[config.mk]
export PLATFORM = sky130hd
export DESIGN_NAME = smac_serial_acc
export DESIGN_NICKNAME = d
export VERILOG_FILES = /design/src/rtl/smac_serial_acc.sv
export SDC_FILE = /design/constraint.sdc
export NUM_CORES = 1
export LEC_CHECK = 0
export ABC_AREA = 1
export CAP_MARGIN = 5
export CORE_MARGIN = 2
export CORE_UTILIZATION = 40
export CTS_CLUSTER_DIAMETER = 30
export CTS_CLUSTER_SIZE = 30
export DETAILED_ROUTE_END_ITERATION = 7
export GPL_ROUTABILITY_DRIVEN = 0
export SKIP_CTS_REPAIR_TIMING = 1
export SLEW_MARGIN = 20
export SYNTH_ARGS = -nofsm -noshare
export SYNTH_HDL_FRONTEND = slang
export SYNTH_SLANG_ARGS = --single-unit
[constraint.sdc]
create_clock -name clk -period 4.55 [get_ports clk]
set_clock_uncertainty 0.1 [all_clocks]
set_input_delay 0.91 -clock clk [delete_from_list [all_inputs] [get_ports clk]]
set_output_delay 0.91 -clock clk [all_outputs]
set_load 0.03 [all_outputs]
[src/rtl/smac_serial_acc.sv]
// Weight-serial signed multiply-accumulate: one weight bit per valid cycle, LSB first.
// The finished product is added into a wrapping signed accumulator.
module smac_serial_acc #(
  parameter int Pa    = 8,
  parameter int Pw    = 8,
  parameter int ACC_W = 24
) (
  input  logic                    clk,
  input  logic                    rst,
  input  logic                    start,
  input  logic signed [Pa-1:0]    act,
  input  logic [1:0]              par_sel_Pw,
  input  logic                    w_valid,
  input  logic                    w_bit,
  input  logic                    acc_clear,
  output logic                    cnt_clear,
  output logic                    w_cnt,
  output logic                    busy,
  output logic                    out_valid,
  output logic signed [ACC_W-1:0] acc
);

  localparam int PW_TOT = Pa + Pw;
  localparam int KW     = (Pw > 1) ? $clog2(Pw) : 1;

  typedef enum logic [1:0] {IDLE, RUN, DONE} state_t;

  state_t                    state;
  logic signed [Pa-1:0]      act_q;
  logic [KW-1:0]             k;
  logic [KW-1:0]             k_last;
  logic [KW-1:0]             k_last_sel;
  logic signed [PW_TOT-1:0]  p;
  logic signed [PW_TOT-1:0]  act_ext;
  logic signed [PW_TOT-1:0]  addend;
  logic signed [ACC_W-1:0]   p_ext;
  logic signed [ACC_W-1:0]   acc_base;

  // Index of the sign bit for the selected weight width (4, 6 or full width).
  always_comb begin
    k_last_sel = KW'(Pw - 1);
    case (par_sel_Pw)
      2'b00:   k_last_sel = KW'(3);
      2'b01:   k_last_sel = KW'(5);
      default: k_last_sel = KW'(Pw - 1);
    endcase
  end

  assign act_ext  = PW_TOT'(act_q);
  assign addend   = act_ext <<< k;
  assign p_ext    = ACC_W'(p);
  assign acc_base = acc_clear ? '0 : acc;
  assign w_cnt    = (state == RUN) && w_valid;
  assign busy     = (state != IDLE);

  // The MSB weight bit carries negative weight, so it is subtracted.
  always_ff @(posedge clk) begin
    if (rst) begin
      state     <= IDLE;
      act_q     <= '0;
      k         <= '0;
      k_last    <= '0;
      p         <= '0;
      acc       <= '0;
      cnt_clear <= 1'b0;
      out_valid <= 1'b0;
    end else begin
      cnt_clear <= 1'b0;
      out_valid <= 1'b0;
      if (acc_clear && state != DONE)
        acc <= '0;
      case (state)
        IDLE: begin
          if (start) begin
            act_q     <= act;
            k_last    <= k_last_sel;
            p         <= '0;
            k         <= '0;
            cnt_clear <= 1'b1;
            state     <= RUN;
          end
        end
        RUN: begin
          if (w_valid) begin
            if (k == k_last) begin
              if (w_bit)
                p <= p - addend;
              k     <= '0;
              state <= DONE;
            end else begin
              if (w_bit)
                p <= p + addend;
              k <= k + 1'b1;
            end
          end
        end
        DONE: begin
          acc       <= acc_base + p_ext;
          out_valid <= 1'b1;
          state     <= IDLE;
        end
        default: state <= IDLE;
      endcase
    end
  end

endmodule

# Word level (Yosys, flattened, before mapping)
# Index checks and enable logic that the tools add are counted.
# totals
inputBits	16
wordCells	55
out_inout_bits	28
register_bits	58
# classes
bitwise	1
n_mux	20
reduce_logical	12
addsub	4
eq_ne	9
shifts	1
# ops
operator	count
$mux 16	5
$mux 24	3
$pmux 16 s2	1
$add 24x16->24	1
$add 16x16->16	1
$sshl 8x3->16	1
$sub 16x16->16	1
$pmux 3 s2	2
$mux 3	3
$ne 2x2->1 const B	4
$mux 2	3
$reduce_and 3->1	2
$reduce_bool 2->1	3
$eq 2x1->1 const B	2
$logic_not 2->1	2
$pmux 2 s2	1
$reduce_and 4->1	1
$add 3x1->3 const B	1
$eq 3x3->1	1
$eq 2x2->1 const B	1
$logic_and 1x1->1	2
$mux 1	2
$ne 2x1->1 const B	1
$reduce_and 2->1	1
2 further kinds	2

# Longest topological paths before layout
# Gate-level depths: netlist (run 1).
# logic_depth
depth_word	6
depth_mapped	25

# Worst setup path before layout (run 1)
# No wires, ideal clock.
# synth_path
path_type	input to register
startpoint	input acc_clear
endpoint	register acc[18]
stages	15
setup_time_ns	0.113
arrival_time_ns	3.137
setup_slack_ns	1.200
t_required_ns	4.337
n_path_buf	2
path_cell_list	clkbuf_1 -> clkbuf_1 -> nor2_1 -> ha_1 -> fa_1 -> nand3_1 -> nand3_1 -> a21boi_1 -> inv_1 -> a21oi_1 -> o21bai_1 -> nand2_1 -> inv_1 -> o21ai_1 -> inv_1
# synth_between
elab_chain_len	3
# synth_lines
item	line	source
start, declared	15	input logic acc_clear,
$mux 24	52	assign acc_base = acc_clear ? '0 : acc;
$add 24x16->24	98	acc <= acc_base + p_ext;
$mux 24	72	case (state)
end signal, assigned	98	
end, declared	20	output logic signed [ACC_W-1:0] acc
# Parallel ways exist; a longest one is shown, timed or not.
# A chain may end at the register's enable or synchronous reset.

# Final worst setup path (run 1)
# layout_path
startpoint	register k[0]
endpoint	register p[15]
# layout_between
elab_chain_len	6
# layout_lines
item	line	source
start, declared	30	logic [KW-1:0] k;
start signal, assigned	93	k <= k + 1'b1;
$sshl 8x3->16	50	assign addend = act_ext <<< k;
$add 16x16->16 or $sub 16x16->16 (tied branches)	92, 87	
$mux 16 (on tied branches)	91, 86	
$mux 16 *	85	if (k == k_last) begin
$mux 16 *	84	if (w_valid) begin
$pmux 16 s2 *	72	
end signal, assigned	87	p <= p - addend;
end signal, assigned	92	p <= p + addend;
end, declared	33	logic signed [PW_TOT-1:0] p;
# Mark *: on every way between the ends. The rest lies on a longest branch, timed or not. The select of a mux whose other input is x is not followed.

==> impl_metrics.csv, run 1 <==
group,metric,value,unit
cts,clkLatencyLatePin,0.34,ns
timing,rsz0062_at_grt,"no",
power,power_density,379.6,nW/µm²
timing,finalSetupTns,0,ns
cts,numCtsBuffers,9,
routing,drtPass1Iterations,5,
timing,report.final.slew_viol_count,0,
floorplan,num_rows,40,
cts,root_buffer,"clkbuf_16",
synth,synthTopCellsByArea,"dfxtp_1, nand2_1, ha_1",
synth,synth-edff-count,0,
final_layout,n_antenna_cell,0,
final_layout,fillerInstances,1208,
floorplan,die_width,115.3,µm
synth,yosysSeqAreaShare,23.43,%
worst_setup_path,worstPathMaxFanout,13,
place,placed_area,5562,µm²
synth,ys_async_sr_fraction,0,%
routing,drt_wl_total,12820,µm
synth,post-synth-top-count-cell,"nand2_1",
routing,drt_iter0_markers,269,
timing,post-route-min-period,3.650,ns
synth,syn_nets,830,
grt,globalRoute.totalOverflow,0,
cts,cts_sinks,58,
synth,synthesis.area,4955,µm²
timing,slew_headroom,33.21,%
worst_setup_path,crit_required,4.72,ns
grt,antenna_found_initial,0,
place,io_buffers,43,
final_layout,area.growth.synth_to_final,19.67,%
routing,vias,4935,
floorplan,die_h,115.3,µm
synth,synth_warnings,0,
place,hpwl,10050,µm
routing,drc,0,
job,cap_violations,0,
synth,yosysTopAreaCellShare,23.43,%
place,pre_cts_slack,0.6383,ns
synth,synthCells,772,
synth,synthTopCellsByCount,"nand2_1, inv_1, a21oi_1, nor2_1, dfxtp_1",
grt,grt_pass1_wl,21680,µm
power,power.leakage,2.840,nW
grt,grt_use_total,20.65,%
worst_setup_path,path_class,"reg2reg",
synth,synthFlopType,"dfxtp_1",
power,ir_drop,0.0002143,V
floorplan,initial_utilization,41.08,%
synth,yosysUniqueCellTypes,42,
synth,synth-seq-cells,58,
timing,fin_crit_sh,80.21,%
worst_setup_path,critPathLaunchType,"flip-flop",
worst_setup_path,endpoint_kind,"flip-flop",
floorplan,dieArea,13290,µm²
cts,cts_tree,"built",
timing,layout_setup_ws,0.9003,ns
synth,avgSynthCellArea,6.418,µm²
cts,clockBufferDepth,2,
min_path,hold_path.class,"reg2reg",
final_layout,drive_above_1_share,8.068,%
timing,fmax,274.0,MHz
floorplan,io_pins,44,
run_status,outcome,"finished, final reports clean",
routing,routed_via_density,5.005,
cts,clk_pin_slew_worst_paths,0.06,ns
grt,grt_pass1_vias,4723,
routing,avgRoutedWirePerCell,13.00,µm
timing,tightest_slew,1.001,ns
timing,hold_viol,0,
worst_setup_path,cp.arrival,3.82,ns
final_layout,final_nets,871,
synth,netlist.top_cell.by_area,"dfxtp_1",
floorplan,core_area,12060,µm²
routing,ant_nets,0,
grt,grt_start_max_net_pins,39,
timing,setup_viol,0,
cts,htreeDepth,3,
final_layout,final_area,5929,µm²
-- final timing paths --
kind / start / end / slack [ns] / cells past startpoint
max: k[0]$_SDFFE_PP0P_ / p[15]$_SDFFE_PP0P_ / 0.90 / 23
min: act_q[5]$_SDFFE_PP0P_ / act_q[5]$_SDFFE_PP0P_ / 0.38 / 2
max reg2reg: k[0]$_SDFFE_PP0P_ / p[15]$_SDFFE_PP0P_ / 0.90 / 23
min reg2reg: act_q[5]$_SDFFE_PP0P_ / act_q[5]$_SDFFE_PP0P_ / 0.38 / 2
-- power by group --
part           total (W)  switching, W  internal, W
Sequential      0.000583     0.0000393     0.000543
Clock           0.000855      0.000251     0.000604
Combinational   0.000813      0.000507     0.000306
Total            0.00225      0.000797      0.00145
-- critical path: stages (launching register included) --
cell and delay [ns]:
dfxtp_1 0.60, inv_2 0.21, nand2_2 0.11, nor2_1 0.05, nand2_1 0.13, ha_1 0.18
nand3_1 0.11, nor2_1 0.12, nand3_2 0.11, nor2_4 0.13, nand3_2 0.09, nand2_1 0.08
xnor2_1 0.11, inv_1 0.06, ha_1 0.34, a21oi_1 0.20, o21bai_1 0.08, a21oi_1 0.13
o21ai_0 0.10, a21oi_1 0.16, inv_1 0.06, nand2_1 0.06, nand3_1 0.10, a21oi_1 0.14
-- area by class of cell --
type,count,area [µm²],area share (%)
multi-input cells,582,3282,55.35
flip-flops and latches,58,1161,19.58
repair buffers,51,490.5,8.272
inverters,111,417.9,7.048
clock buffers,11,242.7,4.094
well taps,168,210.2,3.545
clock inverters,5,125.1,2.110
-- through the flow --
step / total power (W) / hold slack, ns / utilization (%) / instances
2_1_floorplan: 0.001222 / 0.3536 / - / 772
3_3_place_gp: 0.001393 / 0.3712 / 46.11 / 970
3_5_place_dp: 0.001405 / 0.3767 / 46.11 / 970
4_1_cts: 0.002267 / 0.3861 / 49.16 / 986
5_1_grt: 0.002405 / 0.4081 / 49.16 / 986
6_report: 0.002251 / 0.3842 / 49.16 / 986
-- sequential cells by signal, summed over array words and instances (netlist names) --
register and cells:
p 16, acc 24, act_q 8, out_valid 1
k_last 3, state 2, k 3, cnt_clear 1
-- kinds of logic (layout without fill, tap and decap cells) --
logic type,count (synthesis),after routing,share of synthesized area (%)
and+or+nand+nor,334,334,29.57
AOI/OAI and AO/OA,169,169,19.17
xor gates and xnor gates,37,37,6.540
DFF,58,58,23.43
adders and majority gates,42,42,10.91
buffers and inverters,132,178,10.38
-- layout by cell type (no fill, tap or decap), types with 4 or more instances in the layout --
| cell | instances |
|---|---|
| nand2_1 | 167 |
| clkdlybuf4s50_1 | 43 |
| inv_1 | 102 |
| nand2_2 | 9 |
| inv_2 | 7 |
| clkbuf_16 | 9 |
| dfxtp_1 | 58 |
| o211ai_1 | 8 |
| or2_2 | 5 |
| o21ai_2 | 4 |
| nor3_1 | 7 |
| o21bai_1 | 8 |
| a31oi_1 | 4 |
| a21oi_1 | 76 |
| nor2_1 | 75 |
| xor2_1 | 18 |
| bufinv_16 | 4 |
| nand3_2 | 10 |
| xnor2_1 | 19 |
| buf_4 | 8 |
| nand3_1 | 49 |
| o21ai_0 | 49 |
| o21ai_1 | 5 |
| ha_1 | 40 |
-- layer usage --
metal  GRT usage [%]  vias up  share of wire [%]  wire length, µm
met5               0        -                  0                0
met4           9.558        0                2.7              342
met1           24.72     2194                 47             5984
li1                -     2617                  -                -
met2           35.61       98                 47             6007
met3           4.059       26                3.8              484
No activity file was read; power rests on OpenSTA's default activity.
==> run 2: changes to the inputs <==
==> constraint.sdc (replaced) <==
create_clock -name clk -period 3.64 [get_ports clk]
set_clock_uncertainty 0.1 [all_clocks]
set_input_delay 0.728 -clock clk [delete_from_list [all_inputs] [get_ports clk]]
set_output_delay 0.728 -clock clk [all_outputs]
set_load 0.03 [all_outputs]
==> run 2 against run 1 <==
  * Via count grew 1.5%
  * Sequential share of layout area fell by 0.052 points
  * Hold slack lost 0.0091 ns
  * Maximum frequency increased by 10%
  * Count of clock-buffer cells in the layout up 1
  * Critical path depth fell by 2
  * Largest cell class unchanged
  * Total power rose by 21%
  * Critical path type unchanged
  * Non-clock buffer count increased by 6
  * Wire length up 2.1%
  * Combinational power grew 30%
==> impl_metrics.csv, run 2 (synthesis results as in run 1) <==
group,metric,value,unit
final_layout,final_cell_mix,"nand2_1, inv_1, nor2_1, a21oi_1, dfxtp_1",
routing,drt_iter0_markers,292,
final_layout,reg_top3,"acc: 24 flops, p: 16 flops, act_q: 8 flops",
cts,clockBufferDepth,2,
worst_setup_path,cp_common_cell,"nand2_1",
power,switchingPower,0.001034,W
floorplan,initial_utilization,41.08,%
min_path,hold_path.class,"reg2reg",
timing,hold_viol,0,
min_path,worstHoldStart,"k_last[2]$_SDFFE_PP0P_",
floorplan,core_area,12060,µm²
floorplan,dieArea,13290,µm²
worst_setup_path,path_buf_inv,2,
power,p_clk_share,34.6,%
place,placed_area,5599,µm²
power,p_comb_share,38.8,%
timing,fin_hold_ws,0.3751,ns
timing,setup_viol,0,
cts,cts_sinks,58,
place,pre_cts_slack,0.05307,ns
cts,cts_tree,"built",
final_layout,final_nets,877,
floorplan,io_pins,44,
worst_setup_path,timing.rr.start,"k[0]$_SDFFE_PP0P_",
power,power_frac_seq,26.6,%
grt,grt_pass1_wl,21710,µm
place,io_buffers,43,
worst_setup_path,path_cells,"buf_4 -> nand2_1 -> nand2_1 -> nand3_2 -> ha_1 -> nand3_1 -> nor2_1 -> nand3_2 -> nand2_1 -> xor2_1 -> ha_1 -> nand2_1 -> inv_1 -> nand3_1 -> o221ai_2 -> nand2_1 -> o21ai_0 -> nor2_1 -> nor2_1 -> nand2_1 -> a21oi_1",
timing,layout_setup_ws,0.3239,ns
timing,fmax,301.6,MHz
final_layout,final_area,5958,µm²
worst_setup_path,startpoint,"k[0]$_SDFFE_PP0P_",
timing,post-route-min-period,3.316,ns
worst_setup_path,worstPathMaxFanout,9,
routing,vias,5009,
worst_setup_path,path_class,"reg2reg",
worst_setup_path,critPathTopFamily,"simple AND/OR/NAND/NOR gates",
worst_setup_path,cp.arrival,3.49,ns
timing,fin_crit_sh,91.10,%
routing,routed_via_density,5.049,
routing,drc,0,
final_layout,n_antenna_cell,0,
floorplan,die_width,115.3,µm
power,power_density,457.7,nW/µm²
power,power.leakage,2.844,nW
timing,report.final.slew_viol_count,0,
cts,clkLatencyLatePin,0.34,ns
grt,grt_start_max_net_pins,38,
final_layout,top_register,"acc",
power,finalPower,0.002727,W
final_layout,final_common_cell,"nand2_1",
grt,antenna_found_initial,0,
worst_setup_path,cp_slowest_cell,"dfxtp_2",
job,cap_violations,0,
final_layout,drive_above_1_share,9.587,%
cts,clk_pin_slew_worst_paths,0.06,ns
power,p_int,0.001693,W
power,ir_drop,0.0002225,V
worst_setup_path,endpoint_kind,"flip-flop",
floorplan,num_rows,40,
cts,root_buffer,"clkbuf_16",
run_status,outcome,"finished, final reports clean",
cts,numCtsBuffers,9,
worst_setup_path,crit_path_max_incr_delay,0.38,ns
grt,globalRoute.totalOverflow,0,
cts,htreeDepth,3,
final_layout,largest_reg_flops,24,
grt,grt_pass1_vias,4680,
routing,drtPass1Iterations,5,
worst_setup_path,crit_required,3.81,ns
power,switching_share,37.92,%
worst_setup_path,critPathLaunchType,"flip-flop",
floorplan,die_h,115.3,µm
place,hpwl,10110,µm
routing,ant_nets,0,
timing,slew_headroom,37.97,%
routing,drt_wl_total,13080,µm
timing,tightest_slew,0.9295,ns
routing,avgRoutedWirePerCell,13.19,µm
grt,grt_use_total,20.52,%
final_layout,area.growth.synth_to_final,20.25,%
run 2: cell count changes in the layout (fill, tap and decap cells not counted), sizes merged:
cell | previous run | this run
buf | 8 | 14
bufinv | 4 | 2
clkinvlp | 0 | 2
clkbuf | 11 | 12
clkinv | 3 | 2
run 2: area by class of cell:
type	count	area (µm²)
Clock buffer	12	246.5
Clock inverter	4	75.07
Fill cell	1251	6103
Inverter	111	417.9
Multi-Input combinational cell	582	3309
Sequential cell	58	1164
Tap cell	168	210.2
Timing Repair Buffer	57	535.5
run 2: final timing paths:
check                            to  slack, ns  cells past startpoint
max reg2reg      p[11]$_SDFFE_PP0P_       0.32                     21
min          k_last[2]$_SDFFE_PP0P_       0.38                      2
min reg2reg  k_last[2]$_SDFFE_PP0P_       0.38                      2
max              p[11]$_SDFFE_PP0P_       0.32                     21
run 2: layer usage:
layer | track usage (%) | up-vias | routed length (µm)
li1 | - | 2620 | -
met5 | 0 | - | 0
met4 | 8.755 | 0 | 374
met1 | 25.98 | 2247 | 6008
met2 | 34.16 | 112 | 6142
met3 | 3.848 | 30 | 558
run 2: power groups by stage:
| stage | Combinational (W) | Sequential (W) | Clock [W] |
|---|---|---|---|
| 2_1_floorplan | 0.000784 | 0.000743 | 0 |
| 3_3_place_gp | 0.00101 | 0.000739 | 0 |
| 3_5_place_dp | 0.00102 | 0.000739 | 0 |
| 4_1_cts | 0.00103 | 0.000726 | 0.000966 |
| 5_1_grt | 0.00119 | 0.000731 | 0.000986 |
| 6_report | 0.00106 | 0.000726 | 0.000943 |
run 2: worst min-delay path, cell delays in order (launching register included):
cell,delay (ns)
dfxtp_1,0.31
nand2_1,0.06
a21oi_1,0.05
run 2: per-stage QoR:
stage	TNS [ns]	instances	utilization, %
3_5_place_dp	0	975	46.42
3_3_place_gp	0	975	46.42
2_1_floorplan	0	772	-
6_report	0	992	49.40
5_1_grt	-0.06469	992	49.40
4_1_cts	0	991	49.09
==> run 3: changes to the inputs <==
--- a/config.mk
+++ b/config.mk
@@ -9,12 +9,12 @@
 export CAP_MARGIN = 5
 export CORE_MARGIN = 2
 export CORE_UTILIZATION = 40
+export CTS_BUF_LIST = sky130_fd_sc_hd__clkbuf_8
 export CTS_CLUSTER_DIAMETER = 30
 export CTS_CLUSTER_SIZE = 30
 export DETAILED_ROUTE_END_ITERATION = 7
 export GPL_ROUTABILITY_DRIVEN = 0
 export SKIP_CTS_REPAIR_TIMING = 1
-export SLEW_MARGIN = 20
 export SYNTH_ARGS = -nofsm -noshare
 export SYNTH_HDL_FRONTEND = slang
 export SYNTH_SLANG_ARGS = --single-unit
==> run 3 against run 2 <==
  * Critical path depth unchanged
  * Sequential cell count did not move
  * Die area did not move
  * Highest routed layer unchanged
==> impl_metrics.csv, run 3 (synthesis results as in run 1) <==
group,metric,value,unit
routing,drt-met1-wl,5991,µm
final_layout,largest_reg_flops,24,
timing,setup_viol,0,
place,placed_area,5599,µm²
worst_setup_path,startpoint,"k[0]$_SDFFE_PP0P_",
floorplan,die_width,115.3,µm
floorplan,initial_utilization,41.08,%
worst_setup_path,cp_slowest_cell,"dfxtp_2",
power,power.leakage,2.807,nW
cts,cts_tree,"built",
final_layout,fin_cells,992,
final_layout,final_nets,877,
worst_setup_path,path_cells,"buf_4 -> nand2_1 -> nand2_1 -> nand3_2 -> ha_1 -> nand3_1 -> nor2_1 -> nand3_2 -> nand2_1 -> xor2_1 -> ha_1 -> nand2_1 -> inv_1 -> nand3_1 -> o221ai_2 -> nand2_1 -> o21ai_0 -> nor2_1 -> nor2_1 -> nand2_1 -> a21oi_1",
worst_setup_path,r2r-end,"p[11]$_SDFFE_PP0P_",
routing,routed_via_density,5.053,
worst_setup_path,worstRegToRegCells,21,
floorplan,die_h,115.3,µm
grt,grt_use_total,20.46,%
worst_setup_path,critPathLaunchType,"flip-flop",
place,pre_cts_slack,0.05307,ns
run_status,outcome,"finished, final reports clean",
routing,drt_iter0_markers,304,
job,cap_violations,0,
worst_setup_path,endpoint,"p[11]$_SDFFE_PP0P_",
grt,grt_pass1_vias,4658,
worst_setup_path,reg2reg_slack,0.35,ns
routing,ant_nets,0,
worst_setup_path,cp_common_cell,"nand2_1",
final_layout,reg_top3,"acc: 24 flops, p: 16 flops, act_q: 8 flops",
timing,layout_setup_ws,0.3469,ns
timing,post-route-min-period,3.293,ns
floorplan,core_area,12060,µm²
routing,drc,0,
cts,numCtsBuffers,9,
timing,fmax,303.7,MHz
power,ir_drop,0.0001850,V
cts,htreeDepth,3,
power,finalPower,0.002483,W
worst_setup_path,crit_required,3.85,ns
worst_setup_path,cp.arrival,3.50,ns
timing,rsz0062_at_grt,"no",
timing,report.final.slew_viol_count,0,
cts,clkLatencyLatePin,0.37,ns
power,power_density,423.7,nW/µm²
final_layout,fillerInstances,1257,
timing,finalSetupTns,0,ns
worst_setup_path,timing.rr.start,"k[0]$_SDFFE_PP0P_",
final_layout,final_cell_mix,"nand2_1, inv_1, nor2_1, a21oi_1, dfxtp_1",
place,placedCellCount,975,
grt,antenna_found_initial,0,
min_path,hold_path.class,"reg2reg",
routing,top_layer_used,"met4",
final_layout,area.growth.synth_to_final,18.28,%
timing,hold_viol,0,
floorplan,io_pins,44,
cts,cts_sinks,58,
routing,wl_met3,560,µm
timing,fin_crit_sh,90.47,%
worst_setup_path,crit_path_max_incr_delay,0.39,ns
timing,slew_headroom,38.23,%
place,io_buffers,43,
final_layout,final_common_cell,"nand2_1",
routing,avgRoutedWirePerCell,13.06,µm
final_layout,drive_above_1_share,9.709,%
worst_setup_path,path_class,"reg2reg",
timing,tightest_slew,0.9255,ns
grt,globalRoute.totalOverflow,0,
place,hpwl,10110,µm
final_layout,final_area,5861,µm²
floorplan,dieArea,13290,µm²
routing,vias,5013,
routing,dr_wl_met2,6091,µm
routing,drt_wl_total,12960,µm
cts,root_buffer,"clkbuf_8",
worst_setup_path,worstPathMaxFanout,9,
routing,drtPass1Iterations,5,
final_layout,n_antenna_cell,0,
grt,grt_pass1_wl,21580,µm
grt,grt_start_max_net_pins,38,
worst_setup_path,endpoint_kind,"flip-flop",
cts,clk_pin_slew_worst_paths,0.08,ns
cts,clockBufferDepth,2,
floorplan,num_rows,40,
final_layout,top_register,"acc",
[run 3: cell count changes in the layout (fill, tap and decap cells not counted), sizes merged]
cell / previous run / this run
clkbuf: 12 / 10
inv: 109 / 111
[run 3: worst max-delay path, delay by kind of cell, from the launching register on]
family	cells	cell delay, ns
AOI/OAI and AO/OA	3	0.61
xor gates and xnor gates	1	0.15
adders and majority gates	2	0.58
buffers and inverters	2	0.28
DFF	1	0.39
and+or+nand+nor	13	1.14
[run 3: stage by stage]
step | utilization, % | hold WS (ns)
after floorplan | - | 0.3536
after global placement | 46.42 | 0.3710
after detailed placement | 46.42 | 0.3683
after CTS | 48.25 | 0.3798
after global routing | 48.59 | 0.3932
final | 48.59 | 0.3773
[run 3: worst min path at each step]
stage	from	to	cells after the start
after floorplan	k_last[2]$_SDFFE_PP0P_	k_last[2]$_SDFFE_PP0P_	2
after global placement	k_last[2]$_SDFFE_PP0P_	k_last[2]$_SDFFE_PP0P_	2
after detailed placement	k_last[2]$_SDFFE_PP0P_	k_last[2]$_SDFFE_PP0P_	2
after CTS	k_last[2]$_SDFFE_PP0P_	k_last[2]$_SDFFE_PP0P_	2
after global routing	k_last[2]$_SDFFE_PP0P_	k_last[2]$_SDFFE_PP0P_	2
final	k_last[2]$_SDFFE_PP0P_	k_last[2]$_SDFFE_PP0P_	2
[run 3: where the power goes]
part	leakage [nW]	total [W]	switching, W	internal (W)
Clock	0.111	0.000706	0.000307	0.000399
Sequential	0.473	0.000725	0.0000465	0.000678
Combinational	2.22	0.00105	0.000657	0.000395
[run 3: cell type report]
class | instances | area (µm²) | share of cell area [%]
clock buffer | 10 | 137.6 | 2.348
multi-input combinational | 582 | 3313 | 56.53
clock inverter | 6 | 82.58 | 1.409
timing repair buffer | 57 | 535.5 | 9.137
tap | 168 | 210.2 | 3.587
inverter | 111 | 417.9 | 7.131
sequential | 58 | 1164 | 19.85
[run 3: per-layer routing]
metal / track usage [%] / vias to the layer above
met3: 3.426 / 23
met4: 8.675 / 0
met5: 0 / -
met1: 25.82 / 2257
li1: - / 2618
met2: 34.51 / 115
